<file path="config.mk">
export PLATFORM = sky130hd
export DESIGN_NAME = fetch_sequencer
export DESIGN_NICKNAME = d
export VERILOG_FILES = /design/src/rtl/fetch_sequencer.sv
export SDC_FILE = /design/constraint.sdc
export NUM_CORES = 1
export LEC_CHECK = 0
export BUFFER_PORTS_ARGS = -buffer_cell sky130_fd_sc_hd__buf_2
export CORE_ASPECT_RATIO = 1.2
export CORE_MARGIN = 4
export CORE_UTILIZATION = 35
export CTS_CLUSTER_DIAMETER = 200
export DETAILED_ROUTE_END_ITERATION = 10
export SETUP_SLACK_MARGIN = 0.2
export SLEW_MARGIN = 25
export SYNTH_ARGS = -nofsm -noshare
export SYNTH_HDL_FRONTEND = slang
export SYNTH_SLANG_ARGS = --single-unit
</file>
<file path="constraint.sdc">
create_clock -name clk -period 1.8 [get_ports clk]
set_input_delay 0.18 -clock clk [delete_from_list [all_inputs] [get_ports clk]]
set_output_delay 0.18 -clock clk [all_outputs]
set_load 0.005 [all_outputs]
</file>
<file path="src/rtl/fetch_sequencer.sv">
// Instruction-fetch controller: owns the PC, reads the combinational instruction memory and
// fills the IF/ID register, handling stall, branch redirect, HALT freeze and sticky fetch faults.
module fetch_sequencer #(
    parameter int unsigned          ADDR_W    = 16,
    parameter int unsigned          INSTR_W   = 16,
    parameter logic [ADDR_W-1:0]    RESET_PC  = 16'h0000,
    parameter logic [INSTR_W-1:0]   HALT_WORD = 16'hF000,
    parameter int unsigned          MEM_BYTES = 64
) (
    input  logic                clk,
    input  logic                rst,
    output logic [ADDR_W-1:0]   imem_addr,
    input  logic [INSTR_W-1:0]  imem_data,
    input  logic                stall,
    input  logic                br_valid,
    input  logic [ADDR_W-1:0]   br_target,
    output logic                ir_valid,
    output logic [INSTR_W-1:0]  ir_instr,
    output logic [ADDR_W-1:0]   ir_pc,
    output logic                halted,
    output logic                fault,
    output logic [15:0]         fetch_count
);

    localparam logic [ADDR_W-1:0] LAST_PC   = ADDR_W'(MEM_BYTES - 2);
    localparam logic [ADDR_W-1:0] PC_STEP   = ADDR_W'(2);
    localparam logic [15:0]       COUNT_MAX = 16'hFFFF;

    typedef enum logic [1:0] {
        StBoot   = 2'd0,
        StFetch  = 2'd1,
        StHalted = 2'd2,
        StFault  = 2'd3
    } state_e;

    state_e             state;
    logic [ADDR_W-1:0]  pc;
    logic               br_bad;
    logic               pc_bad;
    logic               is_halt;

    assign imem_addr = pc;

    // A fetch address is legal only when word-aligned and inside the memory image.
    assign br_bad  = br_target[0] || (br_target > LAST_PC);
    assign pc_bad  = pc[0] || (pc > LAST_PC);
    assign is_halt = (imem_data == HALT_WORD);

    always_ff @(posedge clk) begin
        if (rst) begin
            state       <= StBoot;
            pc          <= RESET_PC;
            ir_valid    <= 1'b0;
            ir_instr    <= '0;
            ir_pc       <= '0;
            halted      <= 1'b0;
            fault       <= 1'b0;
            fetch_count <= '0;
        end else begin
            unique case (state)
                StBoot: begin
                    state <= StFetch;
                end

                StFetch: begin
                    if (br_valid) begin
                        ir_valid <= 1'b0;
                        if (br_bad) begin
                            state <= StFault;
                            fault <= 1'b1;
                        end else begin
                            pc <= br_target;
                        end
                    end else if (stall) begin
                        // hold everything, including a HALT word waiting at imem_data
                    end else if (pc_bad) begin
                        state    <= StFault;
                        fault    <= 1'b1;
                        ir_valid <= 1'b0;
                    end else begin
                        ir_instr <= imem_data;
                        ir_pc    <= pc;
                        ir_valid <= 1'b1;
                        if (fetch_count != COUNT_MAX) begin
                            fetch_count <= fetch_count + 16'd1;
                        end
                        if (is_halt) begin
                            state  <= StHalted;
                            halted <= 1'b1;
                        end else begin
                            pc <= pc + PC_STEP;
                        end
                    end
                end

                StHalted: begin
                    if (br_valid) begin
                        // an older taken branch squashes the wrong-path HALT
                        halted   <= 1'b0;
                        ir_valid <= 1'b0;
                        if (br_bad) begin
                            state <= StFault;
                            fault <= 1'b1;
                        end else begin
                            state <= StFetch;
                            pc    <= br_target;
                        end
                    end else if (!stall) begin
                        ir_valid <= 1'b0;
                    end
                end

                StFault: begin
                    ir_valid <= 1'b0;
                    fault    <= 1'b1;
                end

                default: begin
                    state <= StFault;
                end
            endcase
        end
    end

endmodule

</file>
# ---- Word level (Yosys, flattened, before mapping)
# Index checks and enable logic that the tools add are counted.
dict set report op_classes {
  add_sub_neg 2
  mul 0
  div 0
  magnitude_cmp 2
  n_eq_ne 17
  n_shift 0
  mux 33
  bitwise 3
  n_reduce_logical 13
}
# op count
set ops {}
lappend ops {{16-bit two-way mux} 6}
lappend ops {{16-bit by 6-bit greater-than comparator with 1-bit output (second input constant)} 2}
lappend ops {{16-bit case mux with 2 select lines} 1}
lappend ops {{3-bit != test (second input constant)} 6}
lappend ops {{16-bit by 1-bit adder with 16-bit output (second input constant)} 1}
lappend ops {{16-bit by 2-bit adder with 16-bit output (second input constant)} 1}
lappend ops {{16-bit equality test (second input constant)} 1}
lappend ops {{16-bit != test (second input constant)} 1}
lappend ops {{1-bit two-way mux} 15}
lappend ops {{5-bit AND reduction} 3}
lappend ops {{2-bit two-way mux} 7}
lappend ops {{2-bit != test (second input constant)} 5}
lappend ops {{4-bit AND reduction} 2}
lappend ops {{1-bit case mux with 3 select lines} 2}
lappend ops {{2-bit case mux with 3 select lines} 1}
lappend ops {{6-bit AND reduction} 1}
lappend ops {{3-bit nonzero test} 2}
lappend ops {{2-bit equality test (second input constant)} 2}
lappend ops {{4-bit != test (second input constant)} 1}
lappend ops {{1-bit NOT} 3}
lappend ops {{3-bit AND reduction} 1}
lappend ops {{2-bit by 1-bit equality test with 1-bit output (second input constant)} 1}
lappend ops {{2-bit zero test} 1}
lappend ops {{1-bit logical OR} 2}
lappend ops {{other kinds (2)} 2}
dict set report word_totals {
  register_bits 69
  latch_bits 0
  ramBits 0
  rom_bits 0
  input_bits 36
  word_cells 78
  memories 0
}

# ---- Logic depth before layout (Yosys ltp)
dict set report depth {
  word_depth 6
  ltp_mapped 9
  mapped_depth_nobuf 7
}

# ---- Worst setup path before layout
# No wires, ideal clock.
dict set report synth_timing {
  path_type {register to register}
  from {register state[1]}
  to {register fetch_count[5]}
  t_arrival_ns 1.802
  path_slack_ns -0.072
  stages_incl_launch_ff 10
  synth_period_minus_slack_ns 1.872
  path_cell_list {dfxtp_1 > inv_1 > ha_1 > buf_6 > nor3b_1 > and4_1 > buf_2 > o21ai_1 > or4_1 > a21oi_1}
}
dict set report synth_via {
  elab_chain_len 2
}
# element line_no
set synth_lines {}
lappend synth_lines {{start: declaration} 36} ;# state_e state;
lappend synth_lines {{start signal: assignment} 51} ;# state <= StBoot;
lappend synth_lines {{start signal: assignment} 62} ;# state <= StFetch;
lappend synth_lines {{start signal: assignment} 69} ;# state <= StFault;
lappend synth_lines {{2-bit by 1-bit equality test with 1-bit output} 60} ;# unique case (state)
lappend synth_lines {{5-bit AND reduction (no line)} --}
lappend synth_lines {{end signal: assignment} 85} ;# fetch_count <= fetch_count + 16'd1;
lappend synth_lines {{end: declaration} 22} ;# output logic [15:0] fetch_count
# No other way between the ends.
# A chain may end at the register's enable or synchronous reset.

# ---- Worst setup path after layout
dict set report layout_timing {
  from {register pc[12], in the netlist imem_addr[12]}
  to {register state[0]}
}
dict set report layout_via {
  elab_chain_len 6
}
# element line_no
set layout_lines {}
lappend layout_lines {{start: declaration} 37} ;# logic [ADDR_W-1:0] pc;
lappend layout_lines {{start signal: assignment} 72} ;# pc <= br_target;
lappend layout_lines {{start signal: assignment} 91} ;# pc <= pc + PC_STEP;
lappend layout_lines {{start signal: assignment} 106} ;# pc <= br_target;
lappend layout_lines {{16-bit by 6-bit greater-than comparator with 1-bit output *} 46} ;# assign pc_bad = pc[0] || (pc > LAST_PC);
lappend layout_lines {{1-bit logical OR *} 46}
lappend layout_lines {{2-bit two-way mux} 76} ;# end else if (pc_bad) begin
lappend layout_lines {{2-bit two-way mux} 74} ;# end else if (stall) begin
lappend layout_lines {{2-bit two-way mux} 66} ;# if (br_valid) begin
lappend layout_lines {{2-bit case mux with 3 select lines} 60}
lappend layout_lines {{end signal: assignment} 62}
lappend layout_lines {{end signal: assignment} 69}
lappend layout_lines {{end signal: assignment} 77} ;# state <= StFault;
# Mark *: on every way between the ends. The rest lies on a longest branch, timed or not. The select of a mux whose other input is x is not followed.

==> results.tsv <==
stage	metric	value	unit
global_routing	number_of_global_route_vias_before_repair	2935	
setup_path	critPathRequiredTime	2.04	ns
cells_and_area	layout-drive-gt1-share	44.7	%
clock_tree	tritoncts	built	
setup_path	cp-end-kind	flop	
global_routing	grt_antenna_before_repair	0	
power	power.internal	2870	µW
cells_and_area	design_area	4370	µm²
sta	final_critical_path_setup_slack	-0.0815	ns
detailed_routing	detail_route.first_pass.iterations	4	
floorplanning	core.rowCount	36	
floorplanning	die_area	10000	µm²
clock_tree	cts.clk_slew.worst_paths	0.08	ns
detailed_routing	post-route-drc-count	0	
clock_tree	cts.htree.levels	3	
detailed_routing	drt-initial-drc-count	107	
setup_path	critical_path.max_fanout	4	
power	switchingPower	1180	µW
yosys	netlist_instances	339	
setup_path	worst_path_largest_cell_delay	0.55	ns
sta	report.final.setup_viol	6	
status	outcome	finished with violations	
power	sw_frac_of_total	29.1	%
floorplanning	pin_count	103	
yosys	synth.distinct_cells	54	
detailed_routing	via_count	3017	
detailed_routing	postRouteAntennaNets	0	
sta	timing.max_slew.rel_slack	69.1	%
power	max-vdd-ir-drop	0.619	mV
power	seq_power_share	41.2	%
power	power_frac_clock	36.2	%
clock_tree	tritoncts.num_buffers	9	
sta	clock_skew	0.00861	ns
detailed_routing	wl	8610	µm
clock_tree	clock_sink_count	69	
floorplanning	design.core.area	8200	µm²
floorplanning	start_util	36.2	%
setup_path	critical-path-slowest-cell	sky130_fd_sc_hd__or4_4	
global_routing	grt-ovfl-total	0	
clock_tree	worstSkewPairLatency	0.35	ns
yosys	post-synth-top-area-fraction	46.5	%
power	post-layout-total-power	4040	µW
cells_and_area	final_util	53.4	%
sta	timing_max_transition_violations_final	0	
detailed_routing	viasPerCell	5.04	
status	violations	negative setup slack	
yosys	synthesis.area_per_instance	8.75	µm²
yosys	synth_top_flop_cell	sky130_fd_sc_hd__dfxtp_1	
placed_design	post_dp_hpwl	6260	µm
power	static-leakage-power	0.00192	µW
clock_tree	hold_buffers	0	
sta	final_min_period_over_clock_period	105	%
placed_design	dpl_cell_area	3930	µm²
yosys	syn_nets	380	
cells_and_area	layout-area-overhead-vs-synth	47.4	%
yosys	synth_largest_area_cell	sky130_fd_sc_hd__dfxtp_1	
yosys	synth_seq_cells	69	
sta	max_clock_freq	531	MHz
yosys	synth_seq_area_share	46.5	%
sta	minimum_clock_period	1.88	ns
sta	rsz_0062_raised_after_global_routing	true	
cells_and_area	final_cell_count_no_fill	599	
flow_run	cap_violations	0	
placed_design	port_buffers	102	
detailed_routing	routedWlPerCell	14.4	µm
setup_path	crit_path_start_kind	flop	
setup_path	criticalPathCategory	flop to flop	
floorplanning	die_height	109	µm
cells_and_area	fin_nets	521	
power	share_comb_of_total_power	22.6	%
yosys	mappedNetlistArea	2970	µm²
cells_and_area	insertedDiodeCount	0	
min_path	hold_path.class	primary input to flop	
yosys	async_flop_share	0	%
clock_tree	clk_path_buf_depth	2	
global_routing	largest_net_degree_at_the_start_of_global_routing	25	
global_routing	grt_first_pass_wirelength	14100	µm
global_routing	groute.usage.overall	17.7	%
yosys	netlist_top_cells_count	sky130_fd_sc_hd__dfxtp_1, sky130_fd_sc_hd__nand2_1, sky130_fd_sc_hd__a21oi_1	
setup_path	timing.critical_path.cells	or4_4 > nor3_4 > and4b_2 > nor2_1 > mux2_2	
power	powerDensity	925	nW/µm²
yosys	synth_enable_flop_cells	0	
clock_tree	cts-root-buf	sky130_fd_sc_hd__clkbuf_8	
floorplanning	chipWidth	92.1	µm
yosys	yosys_warnings	0	
yosys	netlist_top_cells_area	sky130_fd_sc_hd__dfxtp_1, sky130_fd_sc_hd__nand2_1, sky130_fd_sc_hd__a21oi_1	
sta	hold_violations	0	
placed_design	placed_cells_incl_taps	573	
setup_path	worst_ep_arrival_time	2.12	ns
yosys	top_count_cell_post_synth	sky130_fd_sc_hd__dfxtp_1	
sta	worst_margin_pin_slew	0.463	ns
placed_design	place_congestion	0.880	
-- through the flow --
stage               setup WS (ns)  setup TNS, ns  hold slack (ns)
floorplan                  0.0416              0            0.320
finish                    -0.0815         -0.277           0.0745
global placement          -0.0235        -0.0295            0.437
global route               -0.145          -2.19           0.0640
detailed placement        -0.0632         -0.195            0.442
CTS                       -0.0515         -0.127           0.0609
-- worst paths after layout --
kind / from / end / slack (ns) / depth (start not counted)
worst max-delay path: imem_addr[12] / state[0] / -0.08 / 5
worst min-delay path: imem_data[7] / ir_instr[7] / 0.07 / 3
worst max register to register: imem_addr[12] / state[0] / -0.08 / 5
worst min register to register: ir_instr[15] / ir_instr[15] / 0.45 / 2
-- worst max-delay path, delay by kind of cell (launching register included) --
kind	cells	cell delay (ns)
and+or+nand+nor	4	1.19
DFF	1	0.32
muxes	1	0.26
-- layer usage --
layer,wire length (µm),vias to the layer above,GRT usage [%]
met5,0,-,0
met4,174,0,8.39
met3,575,12,4.62
met2,4080,100,29.8
met1,3780,1407,21.2
li1,-,1498,-
-- sequential cells by signal, indices dropped and copies added, names as in the netlist --
register and count:
ir_instr 16, state 2, ir_pc 16, ir_valid 1, fetch_count 16, imem_addr 16
fault 1, halted 1
-- final cells by class --
cell class	count	area, µm²
inverter	6	22.5
timing repair buffer	148	872
tap	114	143
clock buffer	10	138
multi-input combinational	246	1710
fill	802	3820
sequential	69	1400
clock inverter	6	93.8
-- what timing repair did --
item / 4_1_cts / 5_1_grt
gates cloned: 1 / 0
buffers inserted: 9 / 0
endpoints found under the setup margin: 68 / 69
pin swaps: 14 / 3
resized for setup: 21 / 13
-- kinds of logic (layout without fill, tap and decap cells) --
logic type / count (synthesis) / in the layout / synth area share [%]
buf+inv: 24 / 170 / 4.09
flops: 69 / 69 / 46.5
compound gates: 62 / 62 / 13.6
fa+ha+maj: 5 / 5 / 2.11
xor+xnor: 13 / 13 / 3.84
mux: 2 / 2 / 0.717
simple gates: 164 / 164 / 29.1
-- placed cells by master, fill, tap and decap left out, drive strengths merged, types with 8 or more instances in the layout --
cell type and n:
xnor2 9, inv 8, buf 148, clkbuf 10
nand2 51, nor4 13, nor2 29, and3 15
a21oi 32, nor3 10, dfxtp 69, nand3 8
-- power by group through the flow --
stage	sequential, µW	clock [µW]	combinational, µW
4_1_cts	1670	1500	861
3_3_place_gp	1700	0	782
5_1_grt	1680	1580	999
3_5_place_dp	1700	0	787
6_report	1670	1470	913
2_1_floorplan	1700	0	528
Note: power is estimated with default switching activity, not from simulation.
